## src/rtl/pbit_sched_pkg.sv

```systemverilog
// Shared definitions for the p-bit sweep scheduler: FSM state encoding and
// default widths/timing used by the scheduler and its anneal sub-block.
package pbit_sched_pkg;

  typedef enum logic [2:0] {
    IDLE,
    UPDATE,
    SETTLE,
    SWEEP_END,
    DONE
  } sched_state_t;

  localparam int DEFAULT_SHIFT_W       = 2;
  localparam int DEFAULT_SETTLE_CYCLES = 2;

endpackage

```

## src/rtl/pbit_anneal_counter.sv

```systemverilog
// Anneal step generator: counts completed sweeps since the last step and
// cools bit_shift by one (saturating at zero) every sweeps_per_step sweeps.
// A sweeps_per_step of zero disables stepping entirely.
module pbit_anneal_counter
  import pbit_sched_pkg::*;
#(
  parameter int SWEEP_W = 16,
  parameter int SHIFT_W = DEFAULT_SHIFT_W
) (
  input  logic               clk,
  input  logic               reset,
  input  logic               load,
  input  logic [SHIFT_W-1:0] shift_init,
  input  logic [SWEEP_W-1:0] sweeps_per_step,
  input  logic               sweep_end,
  output logic [SHIFT_W-1:0] bit_shift
);

  logic [SWEEP_W-1:0] step_count;

  // Restart the step count at each run start, then step once per full interval
  always_ff @(posedge clk or negedge reset) begin
    if (!reset) begin
      step_count <= '0;
      bit_shift  <= '0;
    end else if (load) begin
      step_count <= '0;
      bit_shift  <= shift_init;
    end else if (sweep_end && (sweeps_per_step != '0)) begin
      if (step_count == (sweeps_per_step - SWEEP_W'(1))) begin
        step_count <= '0;
        if (bit_shift != '0) begin
          bit_shift <= bit_shift - SHIFT_W'(1);
        end
      end else begin
        step_count <= step_count + SWEEP_W'(1);
      end
    end
  end

endmodule

```

## src/rtl/pbit_sweep_scheduler.sv

```systemverilog
// Sequencing controller for p-bit gate systems. Strobes each p-bit's update
// enable in fixed order, waits SETTLE_CYCLES after each strobe, captures a
// sample after every full sweep and optionally anneals bit_shift.
// Optional feature macro: PBIT_SCHED_ANNEAL_EN (bit_shift annealing).
// All outputs are registered by decoding the next state, so each output is
// valid in the same cycle the FSM occupies the corresponding state.
module pbit_sweep_scheduler
  import pbit_sched_pkg::*;
#(
  parameter int N_PBITS       = 5,
  parameter int SETTLE_CYCLES = DEFAULT_SETTLE_CYCLES,
  parameter int SWEEP_W       = 16,
  parameter int SHIFT_W       = DEFAULT_SHIFT_W
) (
  input  logic               clk,
  input  logic               reset,
  input  logic               start,
  input  logic               stop,
  input  logic [SWEEP_W-1:0] n_sweeps,
  input  logic [SWEEP_W-1:0] sweeps_per_step,
  input  logic [SHIFT_W-1:0] bit_shift_init,
  input  logic [N_PBITS-1:0] pbit_state,
  output logic [N_PBITS-1:0] update_en,
  output logic [SHIFT_W-1:0] bit_shift,
  output logic [N_PBITS-1:0] sample,
  output logic               sample_valid,
  output logic [SWEEP_W-1:0] sweep_count,
  output logic               busy,
  output logic               done
);

  localparam int IDX_W = (N_PBITS > 1) ? $clog2(N_PBITS) : 1;
  localparam int SET_W = (SETTLE_CYCLES > 1) ? $clog2(SETTLE_CYCLES) : 1;
  localparam logic [IDX_W-1:0] LAST_IDX    = IDX_W'(N_PBITS - 1);
  localparam logic [SET_W-1:0] LAST_SETTLE =
    SET_W'((SETTLE_CYCLES > 0) ? SETTLE_CYCLES - 1 : 0);

  sched_state_t       state, next_state;
  logic [IDX_W-1:0]   index, next_index;
  logic [SET_W-1:0]   settle_cnt, next_settle;
  logic [SWEEP_W-1:0] n_sweeps_q;
  logic               start_run;
  logic               sweep_end_evt;

  // Next-state logic; stop overrides every transition out of a busy state
  always_comb begin
    next_state  = state;
    next_index  = index;
    next_settle = settle_cnt;
    start_run   = 1'b0;
    case (state)
      IDLE: begin
        if (start && !stop) begin
          start_run  = 1'b1;
          next_index = '0;
          next_state = UPDATE;
        end
      end
      UPDATE: begin
        if (SETTLE_CYCLES == 0) begin
          if (index == LAST_IDX) begin
            next_state = SWEEP_END;
          end else begin
            next_index = index + 1'b1;
            next_state = UPDATE;
          end
        end else begin
          next_settle = '0;
          next_state  = SETTLE;
        end
      end
      SETTLE: begin
        if (settle_cnt == LAST_SETTLE) begin
          if (index == LAST_IDX) begin
            next_state = SWEEP_END;
          end else begin
            next_index = index + 1'b1;
            next_state = UPDATE;
          end
        end else begin
          next_settle = settle_cnt + 1'b1;
        end
      end
      SWEEP_END: begin
        if ((n_sweeps_q != '0) && (sweep_count == n_sweeps_q)) begin
          next_state = DONE;
        end else begin
          next_index = '0;
          next_state = UPDATE;
        end
      end
      DONE:    next_state = IDLE;
      default: next_state = IDLE;
    endcase
    if (stop && (state != IDLE)) begin
      next_state = IDLE;
    end
  end

  assign sweep_end_evt = (next_state == SWEEP_END);

  // FSM state, p-bit index and settle counter registers
  always_ff @(posedge clk or negedge reset) begin
    if (!reset) begin
      state      <= IDLE;
      index      <= '0;
      settle_cnt <= '0;
    end else begin
      state      <= next_state;
      index      <= next_index;
      settle_cnt <= next_settle;
    end
  end

  // Registered outputs decoded from the upcoming state, plus run bookkeeping
  always_ff @(posedge clk or negedge reset) begin
    if (!reset) begin
      update_en    <= '0;
      sample       <= '0;
      sample_valid <= 1'b0;
      sweep_count  <= '0;
      busy         <= 1'b0;
      done         <= 1'b0;
      n_sweeps_q   <= '0;
    end else begin
      update_en    <= (next_state == UPDATE) ? (N_PBITS'(1) << next_index) : '0;
      sample_valid <= sweep_end_evt;
      busy         <= (next_state != IDLE);
      done         <= (next_state == DONE);
      if (sweep_end_evt) begin
        sample <= pbit_state;
      end
      if (start_run) begin
        n_sweeps_q  <= n_sweeps;
        sweep_count <= '0;
      end else if (sweep_end_evt) begin
        sweep_count <= sweep_count + 1'b1;
      end
    end
  end

`ifdef PBIT_SCHED_ANNEAL_EN
  logic [SWEEP_W-1:0] sps_q;

  // Hold the anneal interval for the duration of the run
  always_ff @(posedge clk or negedge reset) begin
    if (!reset) begin
      sps_q <= '0;
    end else if (start_run) begin
      sps_q <= sweeps_per_step;
    end
  end

  pbit_anneal_counter #(
    .SWEEP_W (SWEEP_W),
    .SHIFT_W (SHIFT_W)
  ) u_anneal (
    .clk             (clk),
    .reset           (reset),
    .load            (start_run),
    .shift_init      (bit_shift_init),
    .sweeps_per_step (sps_q),
    .sweep_end       (sweep_end_evt),
    .bit_shift       (bit_shift)
  );
`else
  logic unused_sps;
  assign unused_sps = ^sweeps_per_step;

  // Without annealing bit_shift is simply the value latched at run start
  always_ff @(posedge clk or negedge reset) begin
    if (!reset) begin
      bit_shift <= '0;
    end else if (start_run) begin
      bit_shift <= bit_shift_init;
    end
  end
`endif

endmodule

```

## config.mk

```make
export PLATFORM = sky130hd
export DESIGN_NAME = pbit_sweep_scheduler
export DESIGN_NICKNAME = d
export VERILOG_FILES = /design/src/rtl/pbit_sched_pkg.sv /design/src/rtl/pbit_anneal_counter.sv /design/src/rtl/pbit_sweep_scheduler.sv
export SDC_FILE = /design/constraint.sdc
export NUM_CORES = 1
export LEC_CHECK = 0
export CORE_UTILIZATION = 40
export DETAILED_ROUTE_END_ITERATION = 16
export PLACE_DENSITY = 0.68
export SLEW_MARGIN = 20
export SYNTH_ARGS = -nofsm -noshare
export SYNTH_HDL_FRONTEND = slang
export SYNTH_HIERARCHICAL = 1
export SYNTH_SLANG_ARGS = --single-unit
```

## constraint.sdc

```tcl
create_clock -name clk -period 3.6 [get_ports clk]
set_input_delay 0.54 -clock clk [delete_from_list [all_inputs] [get_ports clk]]
set_output_delay 0.54 -clock clk [all_outputs]
set_load 0.01 [all_outputs]
```

==> results.cfg, run 1 <==
[sta]
max_freq_mhz = 472
final-setup-viol-count = 0
tightestPinTransition_ns = 0.821
slew_violations = 0
fin_tns_setup_ns = 0
rsz0062_at_grt = false
fin_crit_sh_pct = 58.8
slew_headroom_pct = 45.3
post-route-min-period_ns = 2.12
final_hold_viol_count = 0
fin_skew_ns = 0.00719

[drt]
via_count = 2227
wl_per_cell_um = 14.4
drc_errors = 0
routed_wirelength_um = 6360
drtPass1Iterations = 4
vias_per_cell = 5.03
drtIter0Drc = 84
drtAntennaViolNets = 0

[critical_path]
cp-start-kind = register
critPathArrivalTime_ns = 2.32
worstSetupPathType = reg -> reg
cp-end-kind = register
cp.required_ns = 3.80
worstPathMaxFanout = 11

[floorplan]
ios = 74
rows = 30
start_util_pct = 41.5
chipWidth_um = 86.0
fp.coreArea_um2 = 6790
fp.dieH_um = 86.0
die_area_um2 = 7390

[finish]
antenna_cells = 0
fin_area_um2 = 3560
seq_area_um2 = 1350
area_growth_syn_to_layout_pct = 26.1
nets = 394
drive_above_1_share_pct = 8.65
fillers = 652
multi_input_area_um2 = 1400

[logic_synthesis]
synth_top_area_share_pct = 47.9
synth-edff-count = 0
syn-cell-area_um2 = 2820
syn_nets = 337
syn-mean-instance-area_um2 = 9.69
synth_seq_area_share_pct = 47.9
ys.flop_type = dfrtp_1
yosys_warnings = 6
syn_inst = 291
synth_top_area_cell = dfrtp_1
ys_types = 54
synth-seq-cells = 54
async_reset_ff_share_pct = 100
yosys-top-cells-area = dfrtp_1 48%, nand2_1 11%, xor2_1 6.8%

[power_and_ir_drop]
leakage_nw = 1.59
power.internal_mw = 1.09
powerDensity_nw_per_um2 = 458
clkPwrFrac_pct = 20.8
ir_drop_uv = 243
switching_power_mw = 0.535
switching_share_pct = 32.9
seq_power_share_pct = 49.8
power_frac_comb_pct = 29.5

[cts]
cts_hold_buf = 0
root_buffer = clkbuf_8
clk_pin_slew_ns = 0.09
clock_sinks = 54
cts_resized = 0
numCtsBuffers = 5
cts_tree = yes
cts_buffer_depth = 2
htree_levels = 2
insertion_delay_ns = 0.31
post_cts_buffers = 0

[global_routing]
top_usage_layer = met2
met2_usage_pct = 30.5
grt_pass1_vias = 2221
grt_use_met3_pct = 3.75
grt.met1_usage_pct = 23.7
grt_overflow = 0
grt_max_degree = 38
antenna_found_initial = 0
grt_pass1_wl_um = 10500
grt_usage_pct = 18.2

[placement]
hpwl_um = 4620
portBuffers = 57
dpl_cell_area_um2 = 3470
gp_congestion = 0.789

[flow_run]
maxCapViolCount = 0

[hold_path]
hold_class = in -> async

[outcome]
status = finished clean
[layer usage]
layer / share of wire [%] / vias up
met2: 48 / 47
met1: 47 / 1064
met5: 0 / -
li1: - / 1109
met3: 3.6 / 7
met4: 1.3 / 0
[worst max-delay path, cell delays in order (launching register included)]
cell and delay [ns]:
dfrtp_1 0.55, nand2b_1 0.25, o31ai_1 0.44, nand4_1 0.16
o2bb2ai_2 0.30, nor4b_1 0.29
[path summary, 6_finish.rpt]
path	start	end	slack, ns	cells past startpoint
worst max-delay path	state[1]	update_en[2]	1.48	5
worst min-delay path	reset	bit_shift[1]	0.32	1
worst max register to register	state[1]	update_en[2]	1.48	5
worst min register to register	bit_shift[1]	bit_shift[1]	0.48	2
max in group asynchronous	reset	sweep_count[10]	2.51	2
min in group clk	bit_shift[1]	bit_shift[1]	0.48	2
[kinds of logic after synthesis]
logic type	share of synthesized area [%]
compound gates	8.17
xor+xnor	7.15
fa+ha+maj	1.33
buf+inv	2.57
flops	47.9
mux	1.07
simple gates	31.8
[layout by cell type, fill, tap and decap left out, types with 2 or more instances in the layout]
| master | count |
|---|---|
| and3_1 | 2 |
| or2_2 | 2 |
| nor4_1 | 6 |
| xor2_1 | 22 |
| and2_1 | 3 |
| nand2b_1 | 3 |
| o21ai_0 | 9 |
| nand2_1 | 81 |
| o21a_1 | 2 |
| dfrtp_1 | 54 |
| ha_1 | 3 |
| nand4_1 | 9 |
| a21oi_1 | 5 |
| clkdlybuf4s50_1 | 56 |
| nand3_1 | 7 |
| nor2_1 | 13 |
| or3_1 | 5 |
| mux2i_1 | 3 |
| nor2b_1 | 4 |
| inv_1 | 4 |
| o21bai_1 | 4 |
| nand3b_1 | 2 |
| clkbuf_8 | 6 |
| buf_4 | 3 |
| nor4_4 | 4 |
| nor4b_1 | 2 |
| nor3_1 | 5 |
[power groups by stage]
stage / sequential [mW] / clock, mW / combinational, mW
global route: 0.826 / 0.370 / 0.529
floorplan: 0.803 / 0 / 0.309
global placement: 0.820 / 0 / 0.468
finish: 0.810 / 0.338 / 0.479
CTS: 0.811 / 0.348 / 0.484
detailed placement: 0.822 / 0 / 0.481
[metrics by stage]
stage | utilization (%) | hold slack (ns) | setup WS [ns] | power [mW] | std cells
floorplan | - | 0.244 | 1.77 | 1.11 | 291
global placement | 51.1 | 0.461 | 1.18 | 1.29 | 437
detailed placement | 51.1 | 0.464 | 1.20 | 1.30 | 437
CTS | 52.3 | 0.358 | 1.45 | 1.64 | 443
global route | 52.3 | 0.392 | 1.27 | 1.72 | 443
finish | 52.3 | 0.323 | 1.48 | 1.63 | 443
[flip-flops by register name, indices dropped and copies added (netlist names)]
name and count:
sample_valid 1, index 3, state 3, sample 5, bit_shift 2, update_en 5
settle_cnt 1, sweep_count 16, done 1, busy 1, n_sweeps_q 16
[cell usage after synthesis, drive strengths merged (2+ instances only)]
| cell | n |
|---|---|
| buf | 8 |
| nand3b | 2 |
| o21a | 2 |
| and2 | 3 |
| inv | 5 |
| nand3 | 9 |
| nand2 | 83 |
| nor2 | 14 |
| nand4 | 9 |
| o21bai | 4 |
| ha | 3 |
| nor4b | 3 |
| o21ai | 9 |
| mux2i | 3 |
| or2 | 2 |
| and3 | 2 |
| nor4 | 11 |
| nor3 | 6 |
| xor2 | 22 |
| nor2b | 4 |
| o31ai | 2 |
| dfrtp | 54 |
| or3 | 5 |
| clkbuf | 2 |
| a21oi | 5 |
| nand2b | 3 |
| nor3b | 2 |
[cell type report]
class                   count  area share, %
well taps                  96           3.38
multi-input cells         222           39.2
repair buffers             60           16.5
flip-flops and latches     54           38.0
inverters                   5          0.528
clock buffers               6           2.32
Power figures use the tool's default switching activity.
==> run 2: changes to the inputs <==
- clock period: 3.6 -> 2.06 ns (I/O delays scaled with it)
==> run 2 against run 1 <==
Against the previous run: wire length up 2.0%; worst hold slack better by 0.16 ns; critical path depth up 3; non-clock buffer count up 35; clock-buffer cell count unchanged; final cell count up 8.4%; global-route usage up 0.93 points; first-iteration DRC count down 37%; combinational power up 100%; die area unchanged; critical path type unchanged; critical endpoint is now update_en[4]; highest routed layer unchanged.
==> results.cfg, run 2 (synthesis results as in run 1) <==
[cts]
insertion_delay_ns = 0.31
root_buffer = clkbuf_8
clock_sinks = 54
numCtsBuffers = 5
cts_buffer_depth = 2
htree_levels = 2
clk_pin_slew_ns = 0.10
cts_tree = yes

[sta]
final-setup-viol-count = 0
max_freq_mhz = 509
post-route-min-period_ns = 1.96
tightestPinTransition_ns = 0.552
slew_headroom_pct = 63.2
rsz0062_at_grt = true
final_hold_viol_count = 0
slew_violations = 0
fin_skew_ns = 0.0101
fin_crit_sh_pct = 95.4

[critical_path]
crit_family = compound AO/OA/AOI/OAI gates
path_depth = 8
cp-start-kind = register
crit_chain = inv_1 > ha_1 > a21boi_4 > mux2i_1 > a2bb2oi_1 > o31a_1 > inv_1 > nor4b_1
cp.required_ns = 2.27
cp-end-kind = register
critPathArrivalTime_ns = 2.17
worstSetupPathType = reg -> reg
crit_buf_inv = 2
cp_common_cell = inv_1
cp_slowest_stage_delay_ns = 0.39
worstPathMaxFanout = 4
crit_slowest_cell = dfrtp_1
reg2regPathDepth = 8

[global_routing]
grt_max_degree = 28
grt_pass1_wl_um = 11100
grt_pass1_vias = 2350
antenna_found_initial = 0
grt_usage_pct = 19.1
grt_overflow = 0

[floorplan]
chipWidth_um = 86.0
die_area_um2 = 7390
fp.coreArea_um2 = 6790
ios = 74
fp.dieH_um = 86.0
start_util_pct = 41.5
rows = 30

[hold_path]
hold_class = reg -> reg
min_path_cells = 2

[finish]
top_regs = n_sweeps_q (16), sweep_count (16)
layout.cells.most_common_list = 81 x nand2_1, 56 x clkdlybuf4s50_1, 54 x dfrtp_1, 35 x buf_4, 22 x xor2_1
seq_area_um2 = 1350
drive_above_1_share_pct = 17.4
multi_input_area_um2 = 1410
fin_area_um2 = 3880
antenna_cells = 0
area_growth_syn_to_layout_pct = 37.5
fillers = 623
fin_cells = 480
mostFrequentLayoutCell = nand2_1
nets = 429

[power_and_ir_drop]
powerDensity_nw_per_um2 = 767
leakage_nw = 1.79
ir_drop_uv = 386

[drt]
drtPass1Iterations = 4
via_count = 2352
drtAntennaViolNets = 0
drc_errors = 0
drtIter0Drc = 53
routed_wirelength_um = 6490
wl_per_cell_um = 13.5
vias_per_cell = 4.90

[flow_run]
maxCapViolCount = 0

[placement]
placedCellCount = 469
gp_congestion = 0.793
portBuffers = 57
hpwl_um = 4920
dpl_cell_area_um2 = 3740

[outcome]
status = finished clean
## run 2: changes by cell type in the layout (fill, tap and decap cells not counted), sizes merged
cell | previous run | this run
buf | 4 | 38
clkinv | 0 | 1
clkinvlp | 0 | 1
dlygate4sd3 | 0 | 1
## run 2: per-stage QoR
step	power (mW)	hold WS [ns]	setup slack, ns	setup TNS (ns)	util, %
finish	2.97	0.481	0.0953	0	57.1
CTS	2.99	0.486	0.0302	0	56.6
global placement	2.33	0.329	0.00202	0	55.0
detailed placement	2.36	0.331	0.000503	0	55.0
floorplan	1.94	0.0134	0.228	0	-
global route	3.17	0.508	-0.0698	-0.172	57.1
## run 2: final timing paths
check	from	end	slack, ns
worst max-delay path	index[0]	update_en[4]	0.1
worst min-delay path	bit_shift[1]	bit_shift[1]	0.48
worst max register to register	index[0]	update_en[4]	0.1
worst min register to register	bit_shift[1]	bit_shift[1]	0.48
max in group asynchronous	reset	n_sweeps_q[12]	0.93
min in group asynchronous	reset	n_sweeps_q[2]	0.51
## run 2: layout make-up
class,count,area share (%)
Clock inverter,2,0.323
Sequential cell,54,34.9
Timing Repair Buffer,95,22.7
Tap cell,96,3.10
Clock buffer,6,2.13
Inverter,5,0.484
Multi-Input combinational cell,222,36.4
## run 2: routing by layer
metal,wire (µm),track usage [%],vias up
met5,0,0,-
li1,-,-,1176
met4,95,4.39,0
met2,3210,32.5,35
met1,3030,25.4,1134
met3,151,3.37,7
## run 2: where the power goes
part | internal (mW) | total (mW) | switching [mW]
clock | 0.271 | 0.622 | 0.351
sequential | 1.23 | 1.38 | 0.152
combinational | 0.495 | 0.967 | 0.471
total | 2.00 | 2.97 | 0.974
## run 2: worst reg2reg max path, cell delays in order, from the launching register on
cell and delay, ns:
dfrtp_1 0.39, inv_1 0.05, ha_1 0.23, a21boi_4 0.21, mux2i_1 0.21, a2bb2oi_1 0.19, o31a_1 0.18, inv_1 0.08
nor4b_1 0.31
## run 2: timing repair
| action | in CTS | in global routing |
|---|---|---|
| buffers inserted | 0 | 2 |
| gates resized for setup | 0 | 4 |
| endpoints found under the hold margin | 15 | 0 |
| hold buffers | 1 | 0 |
| endpoints found under the setup margin | 0 | 5 |
==> run 3: changes to the inputs <==
- ABC_CLOCK_PERIOD_IN_PS: not set -> 2060
- PLACE_DENSITY: 0.68 -> 0.71
==> run 3 against run 2 <==
Against the previous run: non-clock buffer count down 4; first-iteration DRC count up 70%; register-to-register slack about the same; die area unchanged; critical path depth unchanged; clock power up 18%; sequential cell count unchanged.
==> results.cfg, run 3 (synthesis results as in run 1) <==
[outcome]
status = finished clean

[finish]
mostFrequentLayoutCell = nand2_1
area_growth_syn_to_layout_pct = 39.4
nets = 425
drive_above_1_share_pct = 18.9
fin_cells = 476
top_regs = n_sweeps_q (16), sweep_count (16)
fillers = 591
fin_area_um2 = 3930
layout.cells.most_common_list = 81 x nand2_1, 56 x clkdlybuf4s50_1, 53 x dfrtp_1, 32 x buf_4, 22 x xor2_1
antenna_cells = 0

[drt]
drtAntennaViolNets = 0
routed_wirelength_um = 6770
drtPass1Iterations = 4
via_count = 2377
wl_per_cell_um = 14.2
drtIter0Drc = 90
drc_errors = 0
vias_per_cell = 4.99

[critical_path]
reg2regPathDepth = 8
reg2reg_slack_ns = 0.09
cp_slowest_stage_delay_ns = 0.38
worstPathMaxFanout = 5
critPathArrivalTime_ns = 2.19
crit_slowest_cell = dfrtp_1
crit_family = simple AND/OR/NAND/NOR gates
crit_buf_inv = 2
worstSetupPathType = reg -> reg
worstReg2RegStart = index[0]
reg2reg_to = update_en[0]
cp-start-kind = register
cp-end-kind = register
crit_chain = inv_1 > ha_4 > and4b_1 > nor2_1 > o32ai_2 > nor3_4 > buf_4 > nor4_4
cp.required_ns = 2.28

[global_routing]
grt.met1_usage_pct = 26.0
grt_use_met3_pct = 3.18
antenna_found_initial = 0
grt_usage_pct = 19.3
grt_pass1_vias = 2348
met2_usage_pct = 32.4
top_usage_layer = met2
grt_pass1_wl_um = 11100
grt_overflow = 0
grt_max_degree = 55

[sta]
fin_tns_setup_ns = 0
fin_crit_sh_pct = 95.5
slew_headroom_pct = 70.2
tightestPinTransition_ns = 0.447
max_freq_mhz = 508
setup_ws_ns = 0.0925
post-route-min-period_ns = 1.97
final-setup-viol-count = 0
final_hold_viol_count = 0
fin_skew_ns = 0.0113
slew_violations = 0

[placement]
gp_congestion = 0.829
hpwl_um = 4940
preCtsSetupSlack_ns = -0.0447
placedCellCount = 461
dpl_cell_area_um2 = 3670
portBuffers = 57

[floorplan]
die_area_um2 = 7390
fp.coreArea_um2 = 6790
chipWidth_um = 86.0
fp.dieH_um = 86.0
rows = 30
start_util_pct = 41.5
ios = 74

[power_and_ir_drop]
power.internal_mw = 2.11
power_frac_comb_pct = 32.2
switching_power_mw = 1.03
ir_drop_uv = 419
switching_share_pct = 32.8
leakage_nw = 1.78
clkPwrFrac_pct = 23.5
finalPower_mw = 3.14
seq_power_share_pct = 44.3
powerDensity_nw_per_um2 = 799

[hold_path]
min_to = sample[1]
min_path_cells = 2
hold_path_startpoint = sample[1]
hold_class = reg -> reg

[cts]
clock_sinks = 54
numCtsBuffers = 5
cts_tree = yes
root_buffer = clkbuf_8
htree_levels = 2
cts_buffer_depth = 2
insertion_delay_ns = 0.32
clk_pin_slew_ns = 0.10

[flow_run]
maxCapViolCount = 0
[run 3: changes by cell type in the layout (fill, tap and decap cells not counted), moves of 2 or more]
cell	previous run	this run
buf_4	35	32
nor4_1	6	4
nor4b_1	2	0
nor4b_2	1	3
o31ai_2	2	0
[run 3: through the flow]
stage	hold WS [ns]	utilization (%)
floorplan	0.0134	-
global placement	0.325	54.0
finish	0.483	57.8
detailed placement	0.333	54.0
CTS	0.488	55.8
global route	0.513	57.8
[run 3: what timing repair did]
action / CTS / global route
hold endpoints to repair: 30 / 0
gates resized for setup: 0 / 16
hold buffers: 1 / 0
buffers inserted: 0 / 6
endpoints found under the setup margin: 0 / 4
[run 3: layer usage]
layer / share of wire [%] / vias to the layer above
met3: 3.8 / 8
met5: 0 / -
li1: - / 1173
met4: 1.1 / 0
met2: 50 / 49
met1: 45 / 1147
[run 3: worst max path at each step]
stage,start,end,slack (ns),cells after the start
floorplan,index[0],update_en[4],0.23,8
global placement,stop,update_en[2],-0.02,6
detailed placement,stop,update_en[2],-0.04,7
CTS,index[0],update_en[2],0.01,7
global route,index[0],update_en[2],-0.07,7
finish,index[0],update_en[0],0.09,8
[run 3: layout make-up]
cell class,instances,area [µm²],share of cell area [%]
Sequential cell,54,1350,34.4
Clock buffer,5,68.8,1.75
Timing Repair Buffer,91,836,21.3
Multi-Input combinational cell,222,1490,37.8
Inverter,5,18.8,0.478
Tap cell,96,120,3.06
Clock inverter,3,47.5,1.21
[run 3: power by group through the flow]
stage	logic, mW	clock network, mW	registers (mW)
2_1_floorplan	0.540	0	1.40
4_1_cts	0.936	0.749	1.39
3_5_place_dp	0.930	0	1.41
3_3_place_gp	0.904	0	1.40
5_1_grt	1.11	0.785	1.42
6_report	1.01	0.737	1.39
[run 3: tightest hold or removal path: cells and delay by family (launching register included)]
family | cells | cell delay [ns]
flops | 1 | 0.35
simple gates | 2 | 0.10
